### config.mk
export PLATFORM = sky130hd
export DESIGN_NAME = ps2_scan_receiver
export DESIGN_NICKNAME = d
export VERILOG_FILES = /design/src/rtl/ps2_pkg.sv /design/src/rtl/ps2_line_filter.sv /design/src/rtl/ps2_scan_receiver.sv
export SDC_FILE = /design/constraint.sdc
export NUM_CORES = 1
export LEC_CHECK = 0
export ABC_CLOCK_PERIOD_IN_PS = 2240
export BUFFER_PORTS_ARGS = -buffer_cell sky130_fd_sc_hd__buf_4
export CAP_MARGIN = 10
export CORE_ASPECT_RATIO = 1.25
export CORE_MARGIN = 8
export CORE_UTILIZATION = 54
export CTS_CLUSTER_SIZE = 20
export DETAILED_ROUTE_END_ITERATION = 8
export PLACE_DENSITY = 0.73
export SKIP_LAST_GASP = 1
export SYNTH_ARGS = -nofsm -noshare
export SYNTH_HDL_FRONTEND = slang
export SYNTH_HIERARCHICAL = 1
export SYNTH_SLANG_ARGS = --single-unit
### constraint.sdc
create_clock -name clk -period 2.24 [get_ports clk]
set_input_delay 0.224 -clock clk [delete_from_list [all_inputs] [get_ports clk]]
set_output_delay 0.224 -clock clk [all_outputs]
set_load 0.02 [all_outputs]
### src/rtl/ps2_pkg.sv
// Shared PS/2 receiver types and constants: frame FSM states, prefix bytes,
// frame geometry and the parity rule.
package ps2_pkg;

   typedef enum logic [1:0] {
      IDLE,
      DATA,
      PARITY,
      STOP
   } ps2_state_t;

   localparam logic [7:0]  PS2_BREAK      = 8'hF0;
   localparam logic [7:0]  PS2_EXT        = 8'hE0;
   localparam int unsigned PS2_FRAME_BITS = 11;

   // PS/2 uses odd parity across the 8 data bits plus the parity bit.
   function automatic logic odd_parity_ok(input logic [7:0] data, input logic par);
      return ^{data, par};
   endfunction

endpackage

### src/rtl/ps2_line_filter.sv
// Two-flop synchroniser plus saturating glitch filter for the PS/2 clock pin,
// with a registered strobe on each filtered falling edge.
module ps2_line_filter #(
   parameter int unsigned FILTER_LEN = 8
) (
   input  logic clk,
   input  logic rst,
   input  logic pin,
   output logic fall
);

   localparam int unsigned CW = $clog2(FILTER_LEN);

   logic          sync1;
   logic          sync2;
   logic          level;
   logic [CW-1:0] cnt;

   // fall is raised on the same edge the filtered level drops, so it
   // reaches the FSM one cycle later with no extra edge-detect stage.
   always_ff @(posedge clk or negedge rst) begin
      if (!rst) begin
         sync1 <= 1'b1;
         sync2 <= 1'b1;
         level <= 1'b1;
         cnt   <= '0;
         fall  <= 1'b0;
      end else begin
         sync1 <= pin;
         sync2 <= sync1;
         fall  <= 1'b0;
         if (sync2 == level) begin
            cnt <= '0;
         end else if (cnt == CW'(FILTER_LEN - 1)) begin
            level <= sync2;
            cnt   <= '0;
            fall  <= level;
         end else begin
            cnt <= cnt + 1'b1;
         end
      end
   end

endmodule

### src/rtl/ps2_scan_receiver.sv
// PS/2 keyboard receiver: frames 11-bit words, checks start/parity/stop,
// absorbs F0/E0 prefixes and emits one qualified key event per scan code.
module ps2_scan_receiver
   import ps2_pkg::*;
#(
   parameter int unsigned FILTER_LEN     = 8,
   parameter int unsigned TIMEOUT_CYCLES = 10000
) (
   input  logic       clk,
   input  logic       rst,
   input  logic       ps2_clk,
   input  logic       ps2_data,
   input  logic       enable_rx,
   output logic       key_valid,
   output logic [7:0] key_code,
   output logic       key_break,
   output logic       key_ext,
   output logic       frame_err,
   output logic       busy
);

   localparam int unsigned TW = $clog2(TIMEOUT_CYCLES + 1);

   logic          fall;
   logic          data_m;
   logic          data_s;
   ps2_state_t    state;
   logic [7:0]    shift;
   logic [2:0]    bit_cnt;
   logic          par_bit;
   logic [TW-1:0] tmo_cnt;
   logic          break_pend;
   logic          ext_pend;

   ps2_line_filter #(
      .FILTER_LEN(FILTER_LEN)
   ) u_clk_filter (
      .clk (clk),
      .rst (rst),
      .pin (ps2_clk),
      .fall(fall)
   );

   always_ff @(posedge clk or negedge rst) begin
      if (!rst) begin
         data_m <= 1'b1;
         data_s <= 1'b1;
      end else begin
         data_m <= ps2_data;
         data_s <= data_m;
      end
   end

   // tmo_cnt counts cycles since the last consumed fall, so it is loaded
   // with 1 on a fall and expiry fires when it would reach TIMEOUT_CYCLES.
   always_ff @(posedge clk or negedge rst) begin
      if (!rst) begin
         state      <= IDLE;
         shift      <= '0;
         bit_cnt    <= '0;
         par_bit    <= 1'b0;
         tmo_cnt    <= '0;
         break_pend <= 1'b0;
         ext_pend   <= 1'b0;
         key_valid  <= 1'b0;
         key_code   <= '0;
         key_break  <= 1'b0;
         key_ext    <= 1'b0;
         frame_err  <= 1'b0;
         busy       <= 1'b0;
      end else begin
         key_valid <= 1'b0;
         frame_err <= 1'b0;
         if (!enable_rx) begin
            state      <= IDLE;
            tmo_cnt    <= '0;
            break_pend <= 1'b0;
            ext_pend   <= 1'b0;
            busy       <= 1'b0;
         end else if (state == IDLE) begin
            if (fall && !data_s) begin
               state   <= DATA;
               bit_cnt <= '0;
               tmo_cnt <= TW'(1);
               busy    <= 1'b1;
            end
         end else if (fall) begin
            tmo_cnt <= TW'(1);
            case (state)
               DATA: begin
                  shift   <= {data_s, shift[7:1]};
                  bit_cnt <= bit_cnt + 3'd1;
                  if (bit_cnt == 3'd7) state <= PARITY;
               end
               PARITY: begin
                  par_bit <= data_s;
                  state   <= STOP;
               end
               default: begin
                  state <= IDLE;
                  busy  <= 1'b0;
                  if (odd_parity_ok(shift, par_bit) && data_s) begin
                     if (shift == PS2_BREAK) begin
                        break_pend <= 1'b1;
                     end else if (shift == PS2_EXT) begin
                        ext_pend <= 1'b1;
                     end else begin
                        key_code   <= shift;
                        key_break  <= break_pend;
                        key_ext    <= ext_pend;
                        key_valid  <= 1'b1;
                        break_pend <= 1'b0;
                        ext_pend   <= 1'b0;
                     end
                  end else begin
                     frame_err  <= 1'b1;
                     break_pend <= 1'b0;
                     ext_pend   <= 1'b0;
                  end
               end
            endcase
         end else if (tmo_cnt >= TW'(TIMEOUT_CYCLES - 1)) begin
            state      <= IDLE;
            busy       <= 1'b0;
            frame_err  <= 1'b1;
            break_pend <= 1'b0;
            ext_pend   <= 1'b0;
         end else begin
            tmo_cnt <= tmo_cnt + 1'b1;
         end
      end
   end

endmodule

Yosys cells after proc, flatten, opt, wreduce, memory -nomap -nowiden
Cells that the tools add are included.
Storage, ports and cells
  word-level logic and storage cells: 118
  flip-flop bits (word level): 52
  input bits: 5
Operators by class
  mux-type cells: 53
  $lt $le $gt $ge: 1
  add/sub/neg operators: 3
  reduce and logical (&&, ||, !) cells: 18
  equal/unequal tests: 18
  bitwise operators: 5
Operators with widths (number)
  $mux W14: 5
  $mux W1: 35
  $reduce_and A4 Y1: 5
  $mux W3: 6
  $eq A8 B8 Y1 const B: 2
  $add A14 B1 Y14 const B: 1
  $ge A14 B14 Y1 const B: 1
  $mux W2: 6
  $ne A5 B5 Y1 const B: 2
  $reduce_xor A9 Y1: 1
  $ne A4 B4 Y1 const B: 2
  $reduce_and A7 Y1: 1
  $add A3 B1 Y3 const B: 2
  $eq A3 B3 Y1 const B: 2
  $reduce_and A3 Y1: 2
  $not A1 Y1: 5
  $ne A4 B1 Y1 const B: 1
  $ne A4 B3 Y1 const B: 1
  $pmux W2 S2: 1
  $reduce_and A2 Y1: 2
  $reduce_bool A2 Y1: 2
  $ne A3 B1 Y1 const B: 1
  $ne A3 B2 Y1 const B: 1
  $ne A3 B3 Y1 const B: 1
  9 further kinds: 10

Logic depth before layout (Yosys ltp)
Gate-level depths: netlist of run 1.
  depth in word-level cells: 8
  gate-level depth with buffers: 7

Modules after synthesis
Netlist of run 1, hierarchy kept.
Modules (own cells, without submodules)
  ps2_scan_receiver: cells an instance 218, instances 1, area each 2303.5 sq um, seq. area each 1128.6 sq um
  ps2_line_filter: cells an instance 15, instances 1, area each 259.0 sq um, seq. area each 178.9 sq um

Least setup slack after synthesis of run 1
OpenSTA, ideal clock, no wires.
  path type: reg-to-reg
  start point: register shift[4]
  end point: register key_break
  library setup time: 0.125 ns
  required time: 2.115 ns
  clock period less this slack: 2.333 ns
  cell stages (with the launch flop): 8
  slack: -0.093 ns
  data arrival time: 2.208 ns
  buffers on the path: 1
  path through: dfrtp_1 > buf_6 > xor2_1 > xnor3_2 > xnor2_1 > mux2_4 > o211ai_4 > mux2_2
On the way
  cells in the longest elaborated chain, start to end: 3
RTL lines
  start: declaration: RTL line ps2_scan_receiver.sv:28  | logic [7:0] shift;
  start signal: assignment: RTL line ps2_scan_receiver.sv:91  | shift <= {data_s, shift[7:1]};
  $eq A8 B8 Y1 (tied with other cells): RTL line ps2_scan_receiver.sv:105  | end else if (shift == PS2_EXT) begin
  $not A1 Y1 (no source line) or $logic_and A1 B1 Y1 (tied branches)
  $reduce_and A7 Y1 (no source line) *
  end signal: assignment: RTL line ps2_scan_receiver.sv:109  | key_break <= break_pend;
  end: declaration: RTL line ps2_scan_receiver.sv:16  | output logic key_break,
Every way passes the cells marked *; elsewhere a longest branch is shown, timed or not.
A chain may end at the register's enable or synchronous reset.

Final worst setup path of run 1
  start point: register shift[7]
  end point: register key_break
The elaborated chain is that of the path after synthesis.

==> run summary, run 1 <==
FF-to-FF setup slack - -60 ps
Post-synthesis compound-gate area fraction - 13.2%
Ys flop type - dfrtp_1
Total GRT Usage - 15.0%
Initial antenna violation count - 0
Post-synth top cells - 47 x dfrtp_1, 20 x mux2_2, 20 x nor2_1, 20 x o21ai_0, 18 x nand2_1
Worst Hold Depth - 1
Vias per std cell - 5.75
Hold Path Class - input port to flop
Starting Density - 55.0%
Total Wirelength - 5230 µm
Crit path DAT - 2500 ps
Unique cell type count in the Yosys netlist - 49
Tot Pwr - 1.99 mW
Cell Int Power - 1.40 mW
Initial DRC count - 95
Reg2Reg Depth - 7
Final core occ - 66.0%
Max-slew violations - 0
Synth Area in XOR/XNOR - 4.20%
TritonCTS clock tree - yes
Clock sink count - 52
Yosys reg bits - 52
Total clock buffers created by CTS - 5
H-tree depth - 2
Switching Fraction - 29.8%
Syn Nets - 247
Post-Synth Adder-Cell Area - 4.39%
Avg WL per Cell - 15.6 µm
Worst setup path category - flop to flop
Largest family of logic cells by synthesized area - simple AND/OR/NAND/NOR gates
# rows - 28
RSZ-0062 raised after global routing - true
Die Wd - 77.6 µm
First-pass GRT wire length - 8910 µm
Die area - 7220 µm²
Final setup TNS - -597 ps
Post-synth EDFFs - 0
Routed Antenna Nets - 0
Cell count after synthesis - 233
Synth warnings - 6
Fmax - 435 MHz
Crit-path cells - xnor2_1 > xnor3_2 > xnor2_2 > mux2_4 > o211ai_4 > buf_6 > mux2_4
Sequential Power Share - 52.8%
CP Data Required Time - 2440 ps
Clk buf depth - 2
GRT overflow - 0
Buffers on Ports - 17
CTS root buf - clkbuf_8
Synth Cell Area - 2560 µm²
NetSw - 593 µW
Most instantiated library cell after synthesis - dfrtp_1
Cell at the slowest stage of the critical path - xnor3_2
Post-Layout Cell Count - 335
# IOs - 18
Share of layout cells above drive strength 1 - 31.3%
Die Ht - 93.0 µm
Synth area leaders - dfrtp_1 46%, mux2_2 8.8%, dfstp_2 5.1%
Crit-path max FO - 5
Final WS setup - -61.3 ps
Async set-or-reset flop fraction in the synthesized netlist - 100%
Relative max-transition margin - 57.3%
Power Dens Cells - 647 nW/µm²
Layout Area Growth over Synthesis - 20.1%
Core Area - 4660 µm²
Clock power frac - 26.8%
Vias in the first global route - 1,915
Hold Violations, Final - 0
Worst reg2reg startpoint - shift[7]$_DFFE_PN0P_
Critical path launch point type - flop
Actual slew at the worst max-slew pin - 641 ps
Pre-antenna DRT Iters - 4
Logic gate share of total power - 20.4%
# DRC - 0
Final Critical Period - 2300 ps
Post-Synth Simple-Gate Area - 13.6%
Place WS - -78.6 ps
Final setup fails - 11
WHS Endpoint - u_clk_filter/sync1$_DFF_PN1_
RD Place Congestion - 0.811
Largest net degree at the start of global routing - 53
Crit. End Element - flop
Max cap viols - 0
DP Area - 2890 µm²
Multiplexer share of the synthesized area - 11.0%
Worst-Skew Late Latency - 300 ps
Final Instance Area - 3080 µm²
Final layout net count - 288
Sequential area share after synthesis - 51.0%
Antenna fix cells - 0
Static Leak - 1.50 nW
Failing checks - negative setup slack
Crit share post-route - 103%
Cell mode on critical path - mux2_4
Clk_skew - 6.88 ps
Post-DP HPWL - 3690 µm
Hold path startpoint - ps2_clk
Status - finished, violations left
DR vias - 1,927
Yosys top cell area share - 45.9%
Peak supply drop - 0.525 mV
Critical path's largest stage delay - 480 ps
Reg-to-reg critical path endpoint - key_break$_DFFE_PN0P_
WHS - 14.3 ps
Synth Area per Inst - 11.0 µm²
Synth area leader - dfrtp_1
CTS clk-pin slew, worst paths - 90 ps
Placed insts - 324
==> cells in the final DEF (no fill, tap or decap), drive strengths merged, types with 2 or more instances in the layout <==
cell	instances
a211oi	2
a21o	2
a21oi	14
a31oi	5
and2	2
and3	5
buf	39
clkbuf	5
clkinv	3
dfrtp	47
dfstp	5
ha	9
inv	9
mux2	22
mux2i	3
nand2	18
nand3	7
nand4	3
nand4b	2
nor2	20
nor2b	2
nor3	2
o211ai	2
o21ai	20
o22ai	2
xnor2	5
xnor3	2
xor2	2
==> cells by family after synthesis <==
kind of cell    count (synthesis)
simple gates                   69
compound gates                 54
flops                          52
mux                            25
buf+inv                        15
xor+xnor                        9
fa+ha+maj                       9
==> final cells by class <==
| cell class | instances | area [µm²] |
|---|---|---|
| clock buffers | 5 | 68.8 |
| flip-flops and latches | 52 | 1310 |
| multi-input cells | 166 | 1260 |
| repair buffers | 40 | 310 |
| fillers | 357 | 1580 |
| well taps | 60 | 75.1 |
| clock inverters | 3 | 22.5 |
| inverters | 9 | 33.8 |
==> metal layers <==
layer	share of wire (%)	GRT usage (%)	up-vias
li1	-	-	922
met4	1.7	5.52	0
met1	44	17.9	958
met5	0	0	-
met3	3.6	3.55	7
met2	51	25.7	40
==> registers in the layout (all words and copies together), names as in the netlist <==
name	count
tmo_cnt	14
state	2
busy	1
key_code	8
break_pend	1
key_valid	1
data_s	1
ext_pend	1
frame_err	1
u_clk_filter/cnt	3
key_ext	1
u_clk_filter/fall	1
bit_cnt	3
u_clk_filter/level	1
par_bit	1
key_break	1
u_clk_filter/sync2	1
shift	8
data_m	1
u_clk_filter/sync1	1
==> worst max-delay path by stage <==
stage	startpoint	to	slack, ps	cells after the start
final	shift[7]$_DFFE_PN0P_	key_break$_DFFE_PN0P_	-60	7
after global routing	shift[7]$_DFFE_PN0P_	key_ext$_DFFE_PN0P_	-170	7
after CTS	par_bit$_DFFE_PN0P_	key_code[3]$_DFFE_PN0P_	-70	7
after detailed placement	shift[5]$_DFFE_PN0P_	key_break$_DFFE_PN0P_	-80	7
after global placement	shift[6]$_DFFE_PN0P_	key_code[0]$_DFFE_PN0P_	-50	7
after floorplan	shift[6]$_DFFE_PN0P_	key_break$_DFFE_PN0P_	-50	6
==> worst max-delay path: cells and delay by family (launching register included) <==
| kind | cells | cell delay, ps |
|---|---|---|
| xor gates and xnor gates | 3 | 820 |
| muxes | 2 | 630 |
| DFF | 1 | 400 |
| AOI/OAI and AO/OA | 1 | 180 |
| buffers and inverters | 1 | 160 |
==> power groups by stage <==
stage          logic [mW]  registers [mW]  clock network (mW)
3_5_place_dp        0.399            1.07                   0
5_1_grt             0.448            1.06               0.583
4_1_cts             0.401            1.05               0.551
2_1_floorplan       0.257            1.06                   0
6_report            0.406            1.05               0.533
3_3_place_gp        0.387            1.07                   0
==> timing repair <==
action                                  4_1_cts  5_1_grt
hold buffers                                  1        0
gates resized for setup                      13        4
endpoints found under the hold margin        47        0
pin swaps                                     4        3
endpoints found under the setup margin       10       17
setup buffers                                 1        1
(Power assumes the default switching activity.)
==> inputs of run 2 (changes only) <==
- BUFFER_PORTS_ARGS: -buffer_cell sky130_fd_sc_hd__buf_4 -> -buffer_cell sky130_fd_sc_hd__buf_2
==> run summary, run 2 (synthesized netlist as in run 1, its figures left out) <==
Status - finished, violations left (unchanged)
Failing checks - negative setup slack (unchanged)
CTS root buf - clkbuf_8 (unchanged)
Worst setup path category - flop to flop (unchanged)
Post-DP HPWL - 3770 µm (was 3690 µm)
Final core occ - 66.9% (was 66.0%)
Clk_skew - 5.20 ps (was 6.88 ps)
Total GRT Usage - 15.6% (was 15.0%)
Biggest registers after layout - tmo_cnt x14, key_code x8, shift x8 (unchanged)
Clk buf depth - 2 (unchanged)
Max cap viols - 0 (unchanged)
Area of the multi-input gates - 1240 µm² (was 1260 µm²)
FF-to-FF setup slack - -110 ps (was -60 ps)
DR vias - 1,892 (was 1,927)
Reg2Reg Depth - 7 (unchanged)
RSZ-0062 raised after global routing - true (unchanged)
Die area - 7220 µm² (unchanged)
Crit. End Element - flop (unchanged)
Power Dens Cells - 739 nW/µm² (was 647 nW/µm²)
Critical path's largest stage delay - 480 ps (about the same)
Fmax - 426 MHz (was 435 MHz)
CP Data Required Time - 2430 ps (was 2440 ps)
Worst reg2reg startpoint - shift[6]$_DFFE_PN0P_ (was shift[7]$_DFFE_PN0P_)
Crit-path max FO - 5 (unchanged)
Layout Area Growth over Synthesis - 21.6% (was 20.1%)
RD Place Congestion - 0.839 (was 0.811)
Filler instances - 360 (was 357)
Largest net degree at the start of global routing - 25 (was 53)
Pre-antenna DRT Iters - 4 (unchanged)
Routed Antenna Nets - 0 (unchanged)
TritonCTS clock tree - yes (unchanged)
Die Ht - 93.0 µm (unchanged)
# DRC - 0 (unchanged)
Max-slew violations - 0 (unchanged)
Buffers on Ports - 17 (unchanged)
Relative max-transition margin - 72.9% (was 57.3%)
Static Leak - 1.54 nW (was 1.50 nW)
Starting Density - 55.0% (unchanged)
DP Area - 2860 µm² (was 2890 µm²)
Actual slew at the worst max-slew pin - 395 ps (was 641 ps)
Hold Path Class - input port to async pin (was input port to flop)
Avg WL per Cell - 15.3 µm (was 15.6 µm)
Vias per std cell - 5.58 (was 5.75)
Storage cell area - 1310 µm² (unchanged)
Total Wirelength - 5190 µm (was 5230 µm)
H-tree depth - 2 (unchanged)
Final setup fails - 11 (unchanged)
Die Wd - 77.6 µm (unchanged)
Share of layout cells above drive strength 1 - 31.2% (was 31.3%)
Antenna fix cells - 0 (unchanged)
Reg-to-reg critical path endpoint - key_code[2]$_DFFE_PN0P_ (was key_break$_DFFE_PN0P_)
Critical path launch point type - flop (unchanged)
CTS clk-pin slew, worst paths - 90 ps (about the same)
Post-Layout Cell Count - 339 (was 335)
# IOs - 18 (unchanged)
Final Instance Area - 3120 µm² (was 3080 µm²)
# rows - 28 (unchanged)
Placed insts - 326 (was 324)
Core Area - 4660 µm² (unchanged)
Initial DRC count - 127 (was 95)
Place WS - -120 ps (was -78.6 ps)
Hold Violations, Final - 0 (unchanged)
Total clock buffers created by CTS - 5 (unchanged)
Final WS setup - -106 ps (was -61.3 ps)
Worst-Skew Late Latency - 300 ps (about the same)
Initial antenna violation count - 0 (unchanged)
Crit path DAT - 2540 ps (was 2500 ps)
Clock sink count - 52 (unchanged)
Commonest non-fill, non-tap cell in the layout - dfrtp_1 (unchanged)
Final layout net count - 292 (was 288)
Crit-path cells - xnor2_1 > xnor3_2 > xnor2_2 > mux2_4 > o211ai_4 > buf_6 > mux2_2 (was xnor2_1 > xnor3_2 > xnor2_2 > mux2_4 > o211ai_4 > buf_6 > mux2_4)
Peak supply drop - 0.639 mV (was 0.525 mV)
Final Critical Period - 2350 ps (was 2300 ps)
GRT overflow - 0 (unchanged)
Vias in the first global route - 1,973 (was 1,915)
First-pass GRT wire length - 9290 µm (was 8910 µm)
Top reg by flops - tmo_cnt (unchanged)
Max reg flops - 14 (unchanged)
Commonest cells after routing, fill and taps aside - 47 x dfrtp_1, 22 x buf_4, 20 x nor2_1, 20 x o21ai_0, 18 x nand2_1 (was 47 x dfrtp_1, 37 x buf_4, 20 x nor2_1, 20 x o21ai_0, 18 x nand2_1)
Crit share post-route - 105% (was 103%)
Cell at the slowest stage of the critical path - xnor3_2 (unchanged)
-- run 2: final cells by class --
class                           count  share of cell area, %
Multi-Input combinational cell    166                   39.7
Sequential cell                    52                   42.0
Inverter                            9                   1.08
Timing Repair Buffer               44                   9.71
Clock buffer                        5                   2.21
Clock inverter                      3                   2.89
Tap cell                           60                   2.41
-- run 2: how the worst max path moves through the flow --
stage / to / depth (start not counted) / startpoint / slack [ps]
after floorplan: key_break$_DFFE_PN0P_ / 6 / shift[6]$_DFFE_PN0P_ / -50
after global placement: key_code[1]$_DFFE_PN0P_ / 7 / shift[6]$_DFFE_PN0P_ / -50
after detailed placement: key_code[6]$_DFFE_PN0P_ / 7 / shift[5]$_DFFE_PN0P_ / -120
after CTS: key_code[6]$_DFFE_PN0P_ / 7 / shift[6]$_DFFE_PN0P_ / -90
after global routing: key_code[2]$_DFFE_PN0P_ / 7 / shift[6]$_DFFE_PN0P_ / -180
final: key_code[2]$_DFFE_PN0P_ / 7 / shift[6]$_DFFE_PN0P_ / -110
-- run 2: what timing repair did --
item                       CTS  global route
pin swaps                    2             1
gates resized for setup      7             5
hold buffers                 1             2
setup buffers                1             1
gates cloned                 0             0
setup endpoints to repair   10            14
hold endpoints to repair    12             2
-- run 2: report_power, final --
| group | internal, mW | total (mW) | switching, mW |
|---|---|---|---|
| clock network | 0.558 | 0.853 | 0.295 |
| registers | 1.01 | 1.05 | 0.0435 |
| logic | 0.169 | 0.399 | 0.230 |
| total | 1.73 | 2.30 | 0.569 |
-- run 2: worst max-delay path, delay by kind of cell (launching register included) --
family	cells	cell delay (ps)
xor gates and xnor gates	3	810
AOI/OAI and AO/OA	1	210
DFF	1	400
muxes	2	660
buffers and inverters	1	160
-- run 2: metrics by stage --
step / TNS [ps] / total power, mW / hold slack [ps]
3_3_place_gp: -529 / 1.46 / 131
4_1_cts: -692 / 2.32 / 3.20
5_1_grt: -1760 / 2.43 / 346
2_1_floorplan: -494 / 1.32 / -71.6
3_5_place_dp: -1040 / 1.46 / 134
6_report: -911 / 2.30 / 332
-- run 2: metal layers --
layer  routed length [µm]  vias to the layer above  share of wire, %  GRT usage [%]
met3                  206                        6               4.0           4.03
met5                    0                        -                 0              0
met2                 2660                       30                51           26.7
li1                     -                      922                 -              -
met4                   60                        0               1.2           5.36
met1                 2270                      934                44           18.6
==> inputs of run 3 (changes only) <==
- CORE_UTILIZATION: 54 -> 44
- PLACE_DENSITY: 0.73 -> 0.62
==> run summary, run 3 (synthesized netlist as in run 1, its figures left out) <==
RSZ-0062 raised after global routing - true (unchanged)
Avg WL per Cell - 14.7 µm (was 15.3 µm)
Final setup TNS - -818 ps (was -911 ps)
# IOs - 18 (unchanged)
Status - finished, violations left (unchanged)
Clk buf depth - 2 (unchanged)
Placed insts - 335 (was 326)
Crit-path cells - xnor2_1 > xnor3_2 > xnor2_2 > mux2_4 > o211ai_4 > buf_6 > mux2_2 (unchanged)
Core Area - 5700 µm² (was 4660 µm²)
Vias per std cell - 5.51 (was 5.58)
Final layout net count - 294 (was 292)
GRT overflow - 0 (unchanged)
Vias in the first global route - 2,014 (was 1,973)
Final Critical Period - 2340 ps (was 2350 ps)
Max cap viols - 0 (unchanged)
Total Wirelength - 5110 µm (was 5190 µm)
Failing checks - negative setup slack (unchanged)
Pre-antenna DRT Iters - 4 (unchanged)
Commonest cells after routing, fill and taps aside - 47 x dfrtp_1, 25 x buf_4, 20 x nor2_1, 20 x o21ai_0, 18 x nand2_1 (was 47 x dfrtp_1, 22 x buf_4, 20 x nor2_1, 20 x o21ai_0, 18 x nand2_1)
Final setup fails - 10 (was 11)
Total GRT Usage - 12.9% (was 15.6%)
Clock sink count - 52 (unchanged)
WHS - 332 ps (about the same)
Clk_skew - 8.99 ps (was 5.20 ps)
Share of layout cells above drive strength 1 - 31.3% (was 31.2%)
Largest net degree at the start of global routing - 20 (was 25)
Fmax - 428 MHz (was 426 MHz)
Antenna fix cells - 0 (unchanged)
DR vias - 1,911 (was 1,892)
Max-slew violations - 0 (unchanged)
Crit. End Element - flop (unchanged)
Crit share post-route - 104% (was 105%)
H-tree depth - 2 (unchanged)
Max reg flops - 14 (unchanged)
Buf+Inv Stages, Crit Path - 1 (unchanged)
Post-Layout Cell Count - 347 (was 339)
Initial DRC count - 40 (was 127)
Family with the most delay on the worst path - XOR/XNOR gates (unchanged)
Layout Area Growth over Synthesis - 20.0% (was 21.6%)
Static Leak - 1.51 nW (was 1.54 nW)
Starting Density - 44.9% (was 55.0%)
Power Dens Cells - 682 nW/µm² (was 739 nW/µm²)
CTS root buf - clkbuf_8 (unchanged)
# rows - 31 (was 28)
RD Place Congestion - 0.853 (was 0.839)
Final Instance Area - 3080 µm² (was 3120 µm²)
Peak supply drop - 0.500 mV (was 0.639 mV)
Tot Pwr - 2.10 mW (was 2.30 mW)
Actual slew at the worst max-slew pin - 443 ps (was 395 ps)
Routed Antenna Nets - 0 (unchanged)
Critical path's largest stage delay - 470 ps (was 480 ps)
Total clock buffers created by CTS - 5 (unchanged)
Crit-path max FO - 6 (was 5)
Top reg by flops - tmo_cnt (unchanged)
Commonest non-fill, non-tap cell in the layout - dfrtp_1 (unchanged)
Buffers on Ports - 17 (unchanged)
CP Data Required Time - 2430 ps (about the same)
# DRC - 0 (unchanged)
Die Wd - 84.3 µm (was 77.6 µm)
TritonCTS clock tree - yes (unchanged)
Critical path launch point type - flop (unchanged)
CTS clk-pin slew, worst paths - 100 ps (was 90 ps)
Initial antenna violation count - 0 (unchanged)
DP Area - 2890 µm² (was 2860 µm²)
Hold Path Class - input port to flop (was input port to async pin)
Die Ht - 101 µm (was 93.0 µm)
Crit path DAT - 2530 ps (was 2540 ps)
Worst-Skew Late Latency - 310 ps (was 300 ps)
Final core occ - 53.9% (was 66.9%)
First-pass GRT wire length - 9160 µm (was 9290 µm)
Hold Violations, Final - 0 (unchanged)
Final WS setup - -98.1 ps (was -106 ps)
Die area - 8540 µm² (was 7220 µm²)
Worst setup path category - flop to flop (unchanged)
Relative max-transition margin - 70.4% (was 72.9%)
Biggest registers after layout - tmo_cnt x14, key_code x8, shift x8 (unchanged)
Place WS - -104 ps (was -120 ps)
Cell at the slowest stage of the critical path - xnor3_2 (unchanged)
Post-DP HPWL - 3800 µm (was 3770 µm)
## run 3: cell count changes in the layout (fill, tap and decap cells not counted)
cell        before  now
a2111oi_1        0    1
a2111oi_2        1    0
buf_4           22   25
buf_6            2    1
bufinv_16        3    1
clkinv_2         0    1
clkinvlp_4       0    1
mux2_2          14   16
mux2_4           7    5
## run 3: timing repair
item | 4_1_cts | 5_1_grt
buffers inserted | 1 | 0
endpoints found under the hold margin | 19 | 0
resized for setup | 5 | 3
hold buffers | 3 | 0
setup endpoints to repair | 11 | 14
## run 3: final timing paths
kind                            slack (ps)                 start  depth (start not counted)                      endpoint
worst max-delay path                  -100  shift[6]$_DFFE_PN0P_                          7       key_code[4]$_DFFE_PN0P_
worst min-delay path                   330             enable_rx                          4        tmo_cnt[0]$_DFFE_PN0P_
max in group asynchronous             1210                   rst                          3  u_clk_filter/sync2$_DFF_PN1_
min in group asynchronous              370                   rst                          2           frame_err$_DFF_PN0_
worst min register to register         360      data_m$_DFF_PN1_                          0              data_s$_DFF_PN1_
worst max register to register        -100  shift[6]$_DFFE_PN0P_                          7       key_code[4]$_DFFE_PN0P_
## run 3: worst min-delay path, stage by stage
cell and delay [ps]:
buf_2 130, clkinv_1 50, buf_4 150, a311oi_1 50
## run 3: cell type report
class,instances,area [µm²]
well taps,66,82.6
repair buffers,46,314
clock inverters,3,42.5
fillers,514,2630
inverters,9,33.8
clock buffers,5,68.8
flip-flops and latches,52,1310
multi-input cells,166,1230
## run 3: metal layers
| layer | vias up | part of all wire (%) | wire (µm) | global-route usage, % |
|---|---|---|---|---|
| met5 | - | 0 | 0 | 0 |
| met2 | 35 | 50 | 2530 | 21.4 |
| met4 | 0 | 2.9 | 150 | 5.59 |
| met3 | 12 | 3.3 | 170 | 3.14 |
| li1 | 930 | - | - | - |
| met1 | 934 | 44 | 2260 | 15.6 |
## run 3: where the power goes
group,internal [mW],switching [mW]
registers,1.01,0.0442
logic,0.173,0.234
clock network,0.331,0.309
total,1.51,0.587
